===== config.mk =====
export PLATFORM = sky130hd
export DESIGN_NAME = mmu_task_flat
export DESIGN_NICKNAME = d
export VERILOG_FILES = /design/src/rtl/mmu_task_if.sv /design/src/rtl/mmu_task.sv /design/src/flat_wrapper.sv
export SDC_FILE = /design/constraint.sdc
export NUM_CORES = 1
export LEC_CHECK = 0
export CAP_MARGIN = 25
export CORE_MARGIN = 2
export CORE_UTILIZATION = 45
export CTS_BUF_LIST = sky130_fd_sc_hd__clkbuf_4 sky130_fd_sc_hd__clkbuf_8
export CTS_CLUSTER_SIZE = 25
export DETAILED_ROUTE_END_ITERATION = 16
export HOLD_SLACK_MARGIN = 0.1
export PLACE_DENSITY = 0.69
export SLEW_MARGIN = 20
export SYNTH_ARGS = -nofsm -noshare
export SYNTH_HDL_FRONTEND = slang
export SYNTH_SLANG_ARGS = --single-unit

===== constraint.sdc =====
create_clock -name E -period 4.4 [get_ports E]
set_input_delay 1.1 -clock E [delete_from_list [all_inputs] [get_ports E]]
set_output_delay 1.1 -clock E [all_outputs]
set_load 0.1 [all_outputs]

===== src/rtl/mmu_task_if.sv =====
// -----------------------------------------------------------------------------
// mmu_task_if
// CPU-side bus between the 6809 and the mmu_task page translator.
//
//   ADDR        CPU logical address (16)
//   RnW         1 = read, 0 = write
//   BA, BS      6809 bus available / bus status (BA=0,BS=1 is a vector fetch)
//   DATA_in     CPU write data (8)
//   DATA_out    MMU register read data (8)
//   DATA_oe     MMU drives the data bus
//   MMU_SEL     address hits the 16-byte MMU register window
//   PPN         translated physical page number (PPN_BITS)
//   ACTIVE_TASK current task context (4, upper bits zero)
//   WR_INHIBIT  suppress the memory write of this cycle
//   FAULT       latched protection fault, level interrupt request
//
// master: CPU / bench side.  slave: the MMU.
// -----------------------------------------------------------------------------
interface mmu_task_if #(
   parameter int PPN_BITS = 7
);
   logic [15:0]         ADDR;
   logic                RnW;
   logic                BA;
   logic                BS;
   logic [7:0]          DATA_in;
   logic [7:0]          DATA_out;
   logic                DATA_oe;
   logic                MMU_SEL;
   logic [PPN_BITS-1:0] PPN;
   logic [3:0]          ACTIVE_TASK;
   logic                WR_INHIBIT;
   logic                FAULT;

   modport master (
      output ADDR, RnW, BA, BS, DATA_in,
      input  DATA_out, DATA_oe, MMU_SEL, PPN, ACTIVE_TASK, WR_INHIBIT, FAULT
   );

   modport slave (
      input  ADDR, RnW, BA, BS, DATA_in,
      output DATA_out, DATA_oe, MMU_SEL, PPN, ACTIVE_TASK, WR_INHIBIT, FAULT
   );
endinterface


===== src/rtl/mmu_task.sv =====
// -----------------------------------------------------------------------------
// mmu_task
// Page-based MMU for a 6809 system. Maps the 16-bit logical address onto a
// physical page number using on-chip page tables, one per task context, with
// per-page write protection. A vector fetch forces the system task (0); a
// delayed GO returns to the user task.
//
// Ports
//   E      CPU E clock, every state update on its rising edge
//   RESET  synchronous reset, active-high
//   bus    mmu_task_if.slave (CPU address/data/status in, translation out)
//
// Register window at MMU_BASE (offset = ADDR - MMU_BASE):
//   0 CTRL     b0 EN, b1 PROT_EN, b7 FAULT (write 1 to b7 clears FAULT)
//   1 ACCTASK  task whose table is visible at offsets 8..15
//   2 USERTASK task entered when a GO countdown expires
//   3 GO       write n: switch to USERTASK n+1 edges later; read: count left
//   4/5        latched fault address hi/lo (read-only)
//   8+i        ENTRY[ACCTASK][i]: b7 WP, b[PPN_BITS-1:0] PPN
// -----------------------------------------------------------------------------
module mmu_task #(
   parameter int          NUM_TASKS = 4,
   parameter int          PAGE_BITS = 13,
   parameter int          PPN_BITS  = 7,
   parameter logic [15:0] MMU_BASE  = 16'hFE20
) (
   input  logic     E,
   input  logic     RESET,
   mmu_task_if.slave bus
);

   localparam int PG_BITS   = 16 - PAGE_BITS;
   localparam int NPAGES    = 2 ** PG_BITS;
   localparam int TASK_BITS = $clog2(NUM_TASKS);

   typedef enum logic {
      GO_IDLE,
      GO_PEND
   } go_state_t;

   // ---------------------------------------------------------------------------
   // State
   // ---------------------------------------------------------------------------
   logic                 r_en;
   logic                 r_prot_en;
   logic                 r_fault;
   logic [TASK_BITS-1:0] r_acc_task;
   logic [TASK_BITS-1:0] r_user_task;
   logic [TASK_BITS-1:0] r_active_task;
   logic [15:0]          r_flt_adr;
   go_state_t            r_go_state;
   logic [7:0]           r_cnt;
   logic                 r_wp  [NUM_TASKS][NPAGES];
   logic [PPN_BITS-1:0]  r_ppn [NUM_TASKS][NPAGES];

   // ---------------------------------------------------------------------------
   // Address decode
   // ---------------------------------------------------------------------------
   logic                 w_mmu_sel;
   logic [3:0]           w_reg_idx;
   logic                 w_wr;
   logic                 w_vec_fetch;
   logic [PG_BITS-1:0]   w_page;
   logic [15:0]          w_page_ext;
   logic [PG_BITS-1:0]   w_slot;
   logic                 w_slot_ok;

   // 17-bit compare so a window near the top of the map cannot wrap.
   assign w_mmu_sel   = (bus.ADDR >= MMU_BASE) &&
                        ({1'b0, bus.ADDR} <= ({1'b0, MMU_BASE} + 17'd15));
   assign w_reg_idx   = 4'(bus.ADDR - MMU_BASE);
   assign w_wr        = w_mmu_sel & ~bus.RnW;
   assign w_vec_fetch = ~bus.BA & bus.BS;

   assign w_page      = bus.ADDR[15:PAGE_BITS];
   assign w_page_ext  = {{PAGE_BITS{1'b0}}, w_page};

   // The window only has 8 entry slots; slots beyond NPAGES do not exist.
   assign w_slot      = PG_BITS'(w_reg_idx[2:0]);
   assign w_slot_ok   = w_reg_idx[3] && (32'(w_reg_idx[2:0]) < NPAGES);

   // ---------------------------------------------------------------------------
   // Translation and protection
   // ---------------------------------------------------------------------------
   logic w_wr_inhibit;

   assign bus.PPN = r_en ? r_ppn[r_active_task][w_page]
                         : w_page_ext[PPN_BITS-1:0];

   assign w_wr_inhibit = r_en & r_prot_en & ~bus.RnW & ~w_mmu_sel &
                         (r_active_task != '0) &
                         r_wp[r_active_task][w_page];

   assign bus.WR_INHIBIT  = w_wr_inhibit;
   assign bus.FAULT       = r_fault;
   assign bus.MMU_SEL     = w_mmu_sel;
   assign bus.DATA_oe     = w_mmu_sel & bus.RnW;
   assign bus.ACTIVE_TASK = 4'(r_active_task);

   // ---------------------------------------------------------------------------
   // GO countdown: next-state logic
   // ---------------------------------------------------------------------------
   go_state_t  w_go_next;
   logic [7:0] w_cnt_next;
   logic       w_go_expire;

   always_comb begin
      // NOTE: every output of a combinational block gets a default first;
      // a path that leaves one unassigned would infer a latch.
      w_go_next   = r_go_state;
      w_cnt_next  = r_cnt;
      w_go_expire = 1'b0;

      if (w_wr && (w_reg_idx == 4'd3)) begin
         // A write while already pending simply reloads the count.
         w_go_next  = GO_PEND;
         w_cnt_next = bus.DATA_in;
      end else if (r_go_state == GO_PEND) begin
         if (r_cnt != 8'd0) begin
            w_cnt_next = r_cnt - 8'd1;
         end else begin
            w_go_expire = 1'b1;
            w_go_next   = GO_IDLE;
         end
      end

      // An interrupt vector fetch cancels any pending return to user mode,
      // including one that would have expired on this very edge.
      if (w_vec_fetch) begin
         w_go_next   = GO_IDLE;
         w_go_expire = 1'b0;
      end
   end

   // ---------------------------------------------------------------------------
   // GO countdown: state register
   // ---------------------------------------------------------------------------
   always_ff @(posedge E) begin
      // NOTE: sequential state is always updated with non-blocking assignments
      // so every register samples pre-edge values regardless of block order.
      if (RESET) begin
         r_go_state <= GO_IDLE;
         r_cnt      <= 8'd0;
      end else begin
         r_go_state <= w_go_next;
         r_cnt      <= w_cnt_next;
      end
   end

   // ---------------------------------------------------------------------------
   // Control, task and fault registers
   // ---------------------------------------------------------------------------
   always_ff @(posedge E) begin
      if (RESET) begin
         r_en          <= 1'b0;
         r_prot_en     <= 1'b0;
         r_fault       <= 1'b0;
         r_acc_task    <= '0;
         r_user_task   <= '0;
         r_active_task <= '0;
         r_flt_adr     <= 16'd0;
      end else begin
         if (w_wr && (w_reg_idx == 4'd0)) begin
            r_en      <= bus.DATA_in[0];
            r_prot_en <= bus.DATA_in[1];
         end
         if (w_wr && (w_reg_idx == 4'd1)) begin
            r_acc_task <= bus.DATA_in[TASK_BITS-1:0];
         end
         if (w_wr && (w_reg_idx == 4'd2)) begin
            r_user_task <= bus.DATA_in[TASK_BITS-1:0];
         end

         // Only the first fault records its address; a new fault always wins
         // over a clear on the same edge.
         if (w_wr_inhibit) begin
            r_fault <= 1'b1;
            if (!r_fault) begin
               r_flt_adr <= bus.ADDR;
            end
         end else if (w_wr && (w_reg_idx == 4'd0) && bus.DATA_in[7]) begin
            r_fault <= 1'b0;
         end

         if (w_vec_fetch) begin
            r_active_task <= '0;
         end else if (w_go_expire) begin
            r_active_task <= r_user_task;
         end
      end
   end

   // ---------------------------------------------------------------------------
   // Page tables
   // ---------------------------------------------------------------------------
   always_ff @(posedge E) begin
      if (RESET) begin
         // NOTE: this register array is reset on purpose: every task must come
         // out of reset with a usable identity map, so the table cannot be
         // left to power-up contents like an ordinary RAM.
         for (int t = 0; t < NUM_TASKS; t++) begin
            for (int i = 0; i < NPAGES; i++) begin
               r_wp[t][i]  <= 1'b0;
               r_ppn[t][i] <= PPN_BITS'(i);
            end
         end
      end else if (w_wr && w_slot_ok) begin
         r_wp[r_acc_task][w_slot]  <= bus.DATA_in[7];
         r_ppn[r_acc_task][w_slot] <= bus.DATA_in[PPN_BITS-1:0];
      end
   end

   // ---------------------------------------------------------------------------
   // Register read mux
   // ---------------------------------------------------------------------------
   logic [7:0] w_rd_data;

   always_comb begin
      w_rd_data = 8'h00;
      case (w_reg_idx)
         4'd0: w_rd_data = {r_fault, 5'b0, r_prot_en, r_en};
         4'd1: w_rd_data = 8'(r_acc_task);
         4'd2: w_rd_data = 8'(r_user_task);
         4'd3: w_rd_data = r_cnt;
         4'd4: w_rd_data = r_flt_adr[15:8];
         4'd5: w_rd_data = r_flt_adr[7:0];
         default: begin
            if (w_slot_ok) begin
               w_rd_data[7]            = r_wp[r_acc_task][w_slot];
               w_rd_data[PPN_BITS-1:0] = r_ppn[r_acc_task][w_slot];
            end
         end
      endcase
   end

   assign bus.DATA_out = w_rd_data;

endmodule


===== src/flat_wrapper.sv =====
// flat-port wrapper written by rule: the top's interface ports become plain ports
module mmu_task_flat 
#(
   parameter int          NUM_TASKS = 4,
   parameter int          PAGE_BITS = 13,
   parameter int          PPN_BITS  = 7,
   parameter logic [15:0] MMU_BASE  = 16'hFE20
)
  (E, RESET, bus_ADDR, bus_RnW, bus_BA, bus_BS, bus_DATA_in, bus_DATA_out, bus_DATA_oe, bus_MMU_SEL, bus_PPN, bus_ACTIVE_TASK, bus_WR_INHIBIT, bus_FAULT);
  mmu_task_if #(.PPN_BITS(PPN_BITS)) bus_i ();
  input  logic E;
  input  logic RESET;
  input wire logic [$bits(bus_i.ADDR)-1:0] bus_ADDR;
  input wire logic [$bits(bus_i.RnW)-1:0] bus_RnW;
  input wire logic [$bits(bus_i.BA)-1:0] bus_BA;
  input wire logic [$bits(bus_i.BS)-1:0] bus_BS;
  input wire logic [$bits(bus_i.DATA_in)-1:0] bus_DATA_in;
  output wire logic [$bits(bus_i.DATA_out)-1:0] bus_DATA_out;
  output wire logic [$bits(bus_i.DATA_oe)-1:0] bus_DATA_oe;
  output wire logic [$bits(bus_i.MMU_SEL)-1:0] bus_MMU_SEL;
  output wire logic [$bits(bus_i.PPN)-1:0] bus_PPN;
  output wire logic [$bits(bus_i.ACTIVE_TASK)-1:0] bus_ACTIVE_TASK;
  output wire logic [$bits(bus_i.WR_INHIBIT)-1:0] bus_WR_INHIBIT;
  output wire logic [$bits(bus_i.FAULT)-1:0] bus_FAULT;
  assign bus_i.ADDR = bus_ADDR;
  assign bus_i.RnW = bus_RnW;
  assign bus_i.BA = bus_BA;
  assign bus_i.BS = bus_BS;
  assign bus_i.DATA_in = bus_DATA_in;
  assign bus_DATA_out = bus_i.DATA_out;
  assign bus_DATA_oe = bus_i.DATA_oe;
  assign bus_MMU_SEL = bus_i.MMU_SEL;
  assign bus_PPN = bus_i.PPN;
  assign bus_ACTIVE_TASK = bus_i.ACTIVE_TASK;
  assign bus_WR_INHIBIT = bus_i.WR_INHIBIT;
  assign bus_FAULT = bus_i.FAULT;
  mmu_task #(.NUM_TASKS(NUM_TASKS), .PAGE_BITS(PAGE_BITS), .PPN_BITS(PPN_BITS), .MMU_BASE(MMU_BASE)) u_core (.E(E), .RESET(RESET), .bus(bus_i));
endmodule

==> results of run 1 <==
[area by class of cell]
| cell class | count | area (um2) |
|---|---|---|
| Antenna cell | 4 | 10.01 |
| Clock buffer | 68 | 873.3 |
| Clock inverter | 24 | 187.7 |
| Fill cell | 2815 | 16140 |
| Inverter | 8 | 30.03 |
| Multi-Input combinational cell | 725 | 7137 |
| Sequential cell | 294 | 8458 |
| Tap cell | 455 | 569.3 |
| Timing Repair Buffer | 118 | 1309 |
[repair_timing]
action	CTS	global route
buffers inserted	0	2
setup endpoints to repair	0	2
endpoints found under the hold margin	0	0
gates resized for setup	0	1
[registers in the layout (all words and copies together) (netlist names), named ones only]
register              cells
u_core.r_active_task      2
u_core.r_acc_task         2
u_core.r_ppn            224
u_core.r_flt_adr         16
u_core.r_user_task        2
u_core.r_go_state         1
u_core.r_en               1
u_core.r_wp              32
u_core.r_prot_en          1
u_core.bus.FAULT          1
u_core.r_cnt              8
[per-stage QoR]
step                      instance area [um2]  TNS, ns  worst slack, ns  hold slack, ns  util, %
after global routing                    18570        0         0.008413          0.5033    53.49
after floorplan                         15990  -0.2460          -0.1832          0.4458        -
after CTS                               18530        0          0.08039          0.4760    53.38
after global placement                  17460        0           0.2860          0.4601    50.30
after detailed placement                17470        0           0.1876          0.4665    50.32
final                                   18570        0          0.07743          0.4733    53.51
[cell usage after synthesis, drive strengths merged, types with 22 or more instances]
cell / n
clkbuf: 66
nor2: 59
buf: 28
nand2b: 48
nand2: 22
dfxtp: 38
or3: 45
mux4: 151
or2: 33
mux2i: 34
and2: 210
edfxtp: 256
[metal layers]
layer  track usage (%)  wire [um]  vias to the layer above
li1                  -          -                     4448
met5             1.786         31                        -
met1             32.48      17500                     5226
met2             38.77      20940                      551
met4             11.66       1904                        6
met3             7.053       4583                      102
[kinds of logic after synthesis]
| group | count (synthesis) | share of synthesized area (%) |
|---|---|---|
| other cells | 1 | 0.02355 |
| simple gates | 450 | 16.74 |
| buf+inv | 102 | 2.601 |
| xor+xnor | 6 | 0.3300 |
| flops | 294 | 53.05 |
| compound gates | 72 | 3.049 |
| fa+ha+maj | 1 | 0.07856 |
| mux | 194 | 24.13 |
[worst max-delay path, stage by stage (launching register included)]
cell,delay (ns)
dfxtp_4,0.53
buf_12,0.27
mux4_2,0.59
mux4_2,0.55
o22ai_1,0.39
nor2_2,0.09
buf_12,0.18
[final timing paths]
check	startpoint	end	slack [ns]	cells after the start
worst max-delay path	flip-flop	bus_DATA_out[4]	0.08	6
worst min-delay path	u_core.r_flt_adr[13]	u_core.r_flt_adr[13]	0.47	2
worst max register to register	flip-flop	u_core.r_flt_adr[12]	1.71	6
worst min register to register	u_core.r_flt_adr[13]	u_core.r_flt_adr[13]	0.47	2
[power breakdown]
part	internal [mW]	switching [mW]
Sequential	3.09	0.0406
Clock	1.46	1.16
Combinational	0.195	0.317
==> out/results.tsv, run 1 <==
stage	metric	value	unit
critical_path	kind of critical path	flip-flop to primary output	
clock_network	CTS sink cnt	294	
floorplanning	Initial Util	45.87	%
logic_synthesis	number of distinct library cells after synthesis	51	
detailed_routing	1st-iter DRT viols	1187	
critical_path	Worst EP arrival	3.22	ns
critical_path	crit-path max FO	24	
layout	final std cells w/o fill	1696	
power	Worst VDD drop	0.2212	mV
logic_synthesis	ys flop type	edfxtp_1	
detailed_routing	vias per cell	6.093	
global_routing	largest net degree at the start of global routing	80	
global_routing	first-pass GRT wire length	65960	um
clock_network	depth of the CTS H-tree	2	
logic_synthesis	Seq/Total Area, Yosys	53.05	%
timing	Clock Skew	0.01854	ns
detailed_routing	drt pass-1 iters	5	
global_routing	overall routing resource usage	24.97	%
clock_network	clk_lat worst skew	0.59	ns
logic_synthesis	top-area cell type share of the netlist area	48.28	%
logic_synthesis	Syn Std Cell Area	0.01592	mm2
outcome	outcome	completed	
power	total chip power	6.269	mW
placement	Port Buffers	49	
critical_path	CP Launch Type	flip-flop	
floorplanning	die span in x	192.1	um
layout	most common cell after layout, fill and taps aside	edfxtp_1	
timing	Fin. Hold Viols	0	
detailed_routing	Post-Route WL	44960	um
flow_run	# Max-Cap Violations	0	
timing	Tcrit/Tclk final	98.24	%
timing	Final Slew Violations	0	
logic_synthesis	Post-synth EDFFs	256	
placement	routability cong.	0.9175	
layout	most frequent cells in the layout	256 x edfxtp_1, 209 x and2_1, 151 x mux4_2	
detailed_routing	wire per inst	26.51	um
clock_network	total CTS buffers	50	
timing	Tmin final	4.323	ns
global_routing	number of global-route vias before repair	10235	
global_routing	initial antenna violation count	7	
detailed_routing	DRC	0	
floorplanning	I/O pin total	52	
floorplanning	die area	0.03691	mm2
clock_network	CTS tree	built	
placement	DP HPWL	31180	um
placement	Inst Count DP	1598	
logic_synthesis	syn_area_per_cell	14.22	um2
min_path	Hold Path Class	flip-flop to flip-flop	
clock_network	Max clock buf depth	3	
floorplanning	Core ar.	0.03471	mm2
floorplanning	floorplan row count	68	
logic_synthesis	synthesis-stage register bit count	294	
power	Static Leak	6.205	nW
detailed_routing	detailed-route via count	10333	
timing	RSZ-0062 raised after global routing	no	
logic_synthesis	Yosys warning total	0	
layout	nets	1227	
timing	fmax	231.3	MHz
layout	area grow syn2layout	16.64	%
floorplanning	Die Height	192.1	um
timing	Final setup viols	0	
logic_synthesis	Syn Inst Count	1120	
clock_network	clk root buf	clkbuf_8	
logic_synthesis	Async S/R FF share, synth	0	%
critical_path	crit end category	primary output	
logic_synthesis	Synth area leader	edfxtp_1	
critical_path	WP data required	3.30	ns
clock_network	cts hold-fix bufs	0	
power	pwr dens	337.5	mW/mm2
detailed_routing	antenna-violating nets left	0	
clock_network	Reg clk slew, reported paths	0.07	ns
timing	Slew @ Worst Pin	0.9725	ns
logic_synthesis	largest cells by area after synthesis	edfxtp_1 48%, mux4_2 21%, and2_1 8.2%	
timing	relative slew slack	34.96	%
layout	share of layout cells above drive strength 1	32.01	%
global_routing	global route overflow	0	
(Power assumes the default switching activity.)
==> run 2, diff against run 1 <==
CELL_PAD_IN_SITES_DETAIL_PLACEMENT = 0   (was unset)
CELL_PAD_IN_SITES_GLOBAL_PLACEMENT = 2   (was unset)
PLACE_DENSITY = 0.87   (was 0.69)
==> run 2 against run 1 <==
Compared with the run above:
- non-clock buffer count up 6
- highest routed layer unchanged
- register-to-register slack worse by 0.17 ns
- sequential power about the same
- via count down 0.11%
- hold slack worse by 0.00089 ns
- die area unchanged
- cell count unchanged
- design area about the same
- wire length up 3.3%
==> out/results.tsv, run 2 (synthesis results as in run 1) <==
stage	metric	value	unit
floorplanning	floorplan row count	68	
clock_network	Max clock buf depth	3	
floorplanning	I/O pin total	52	
layout	fill count	2854	
floorplanning	Die Height	192.1	um
critical_path	WP data required	3.30	ns
critical_path	critical path's slowest cell	dfxtp_4	
floorplanning	die area	0.03691	mm2
critical_path	worst reg2reg path depth	7	
timing	fmax	234.8	MHz
timing	RSZ-0062 raised after global routing	no	
detailed_routing	antenna-violating nets left	0	
critical_path	CP Launch Type	flip-flop	
min_path	hold path cells	2	
timing	Tmin final	4.260	ns
layout	share of layout cells above drive strength 1	32.47	%
global_routing	number of global-route vias before repair	10328	
power	Static Leak	6.233	nW
layout	leading registers by flop count	u_core.r_ppn: 224 flops, u_core.r_wp: 32 flops, u_core.r_flt_adr: 16 flops	
global_routing	first-pass GRT wire length	67790	um
layout	Biggest register	u_core.r_ppn	
global_routing	overall routing resource usage	25.87	%
detailed_routing	detailed-route via count	10322	
critical_path	r2r setup slk	1.54	ns
clock_network	clk_lat worst skew	0.64	ns
global_routing	largest net degree at the start of global routing	80	
critical_path	CP max stage delay	0.63	ns
min_path	Hold Path Class	flip-flop to flip-flop	
layout	nets	1233	
detailed_routing	1st-iter DRT viols	893	
layout	antenna cell count	0	
clock_network	cts hold-fix bufs	0	
critical_path	CP most frequent cell	mux4_2	
timing	setup TNS	0	ns
min_path	hold wc startpoint	u_core.r_go_state	
timing	relative slew slack	34.30	%
timing	Min Hold Slack	0.4724	ns
timing	Tcrit/Tclk final	96.81	%
placement	Port Buffers	49	
floorplanning	Core ar.	0.03471	mm2
global_routing	initial antenna violation count	3	
layout	final core occ	53.53	%
layout	Final Cell Area	0.01858	mm2
critical_path	RR Endpoint	u_core.r_flt_adr[10]	
timing	Final setup viols	0	
clock_network	clk root buf	clkbuf_8	
critical_path	Worst EP arrival	3.16	ns
timing	Final Slew Violations	0	
min_path	WHS Endpoint	u_core.r_go_state	
clock_network	CTS tree	built	
floorplanning	Initial Util	45.87	%
clock_network	CTS sink cnt	294	
detailed_routing	drt pass-1 iters	5	
floorplanning	die span in x	192.1	um
layout	max reg flops	224	
detailed_routing	wire per inst	27.37	um
detailed_routing	Post-Route WL	46420	um
flow_run	# Max-Cap Violations	0	
placement	routability cong.	0.8472	
clock_network	Reg clk slew, reported paths	0.06	ns
clock_network	depth of the CTS H-tree	2	
placement	DP HPWL	31560	um
timing	Slew @ Worst Pin	0.9824	ns
critical_path	crit end category	primary output	
layout	most frequent cells in the layout	256 x edfxtp_1, 209 x and2_1, 151 x mux4_2	
layout	most common cell after layout, fill and taps aside	edfxtp_1	
detailed_routing	vias per cell	6.086	
layout	area grow syn2layout	16.68	%
critical_path	kind of critical path	flip-flop to primary output	
critical_path	crit-path max FO	15	
placement	placed cell area	0.01748	mm2
power	Worst VDD drop	0.2675	mV
outcome	outcome	completed	
critical_path	CP cell instances	buf_4, mux4_2, mux4_2, mux2i_1, nor2b_2, buf_12	
layout	final std cells w/o fill	1696	
placement	Inst Count DP	1604	
timing	Fin. Hold Viols	0	
detailed_routing	DRC	0	
timing	Clock Skew	0.03523	ns
power	pwr dens	338.6	mW/mm2
global_routing	global route overflow	0	
clock_network	total CTS buffers	50	
## run 2: timing repair
action,in CTS,in global routing
resized for setup,0,0
setup buffers,1,1
cloned,0,0
endpoints found under the setup margin,6,6
## run 2: cell type report
| type | instances | area [um2] | share of cell area, % |
|---|---|---|---|
| flip-flops and latches | 294 | 8458 | 45.52 |
| multi-input cells | 725 | 7131 | 38.38 |
| repair buffers | 124 | 1329 | 7.151 |
| clock buffers | 76 | 914.6 | 4.923 |
| well taps | 455 | 569.3 | 3.064 |
| clock inverters | 14 | 148.9 | 0.8013 |
| inverters | 8 | 30.03 | 0.1616 |
## run 2: stage by stage
step                      total power, mW  setup WS, ns
final                               6.291        0.1404
after floorplan                     3.478       -0.1832
after detailed placement            3.699        0.1820
after CTS                           6.327       0.03723
after global routing                6.459       0.03460
after global placement              3.690        0.2282
## run 2: how the worst max path moves through the flow
stage / from / cells after the start / end / slack [ns]
2_1_floorplan: bus_ADDR[6] / 3 / bus_DATA_oe / -0.18
3_3_place_gp: bus_ADDR[6] / 7 / u_core.r_ppn[0][34] / 0.23
3_5_place_dp: bus_ADDR[6] / 7 / u_core.r_ppn[0][34] / 0.18
4_1_cts: flip-flop / 6 / bus_DATA_out[5] / 0.04
5_1_grt: flip-flop / 6 / bus_PPN[5] / 0.03
6_report: flip-flop / 6 / bus_PPN[5] / 0.14
## run 2: routing by layer
layer | routed length, um | up-vias | global-route usage [%]
met1 | 18770 | 5257 | 35.23
met5 | 34 | - | 0
met2 | 21610 | 520 | 40.72
met4 | 1500 | 6 | 9.219
met3 | 4506 | 93 | 6.194
li1 | - | 4446 | -
## run 2: power by group
group          total [mW]  switching, mW  internal, mW
clock                2.65           1.15          1.50
sequential           3.13         0.0400          3.09
combinational       0.513          0.320         0.193
## run 2: critical path, delay by kind of cell (launching register included)
| kind | cells | cell delay, ns |
|---|---|---|
| muxes | 3 | 1.32 |
| DFF | 1 | 0.63 |
| and+or+nand+nor | 1 | 0.09 |
| buffers and inverters | 2 | 0.47 |
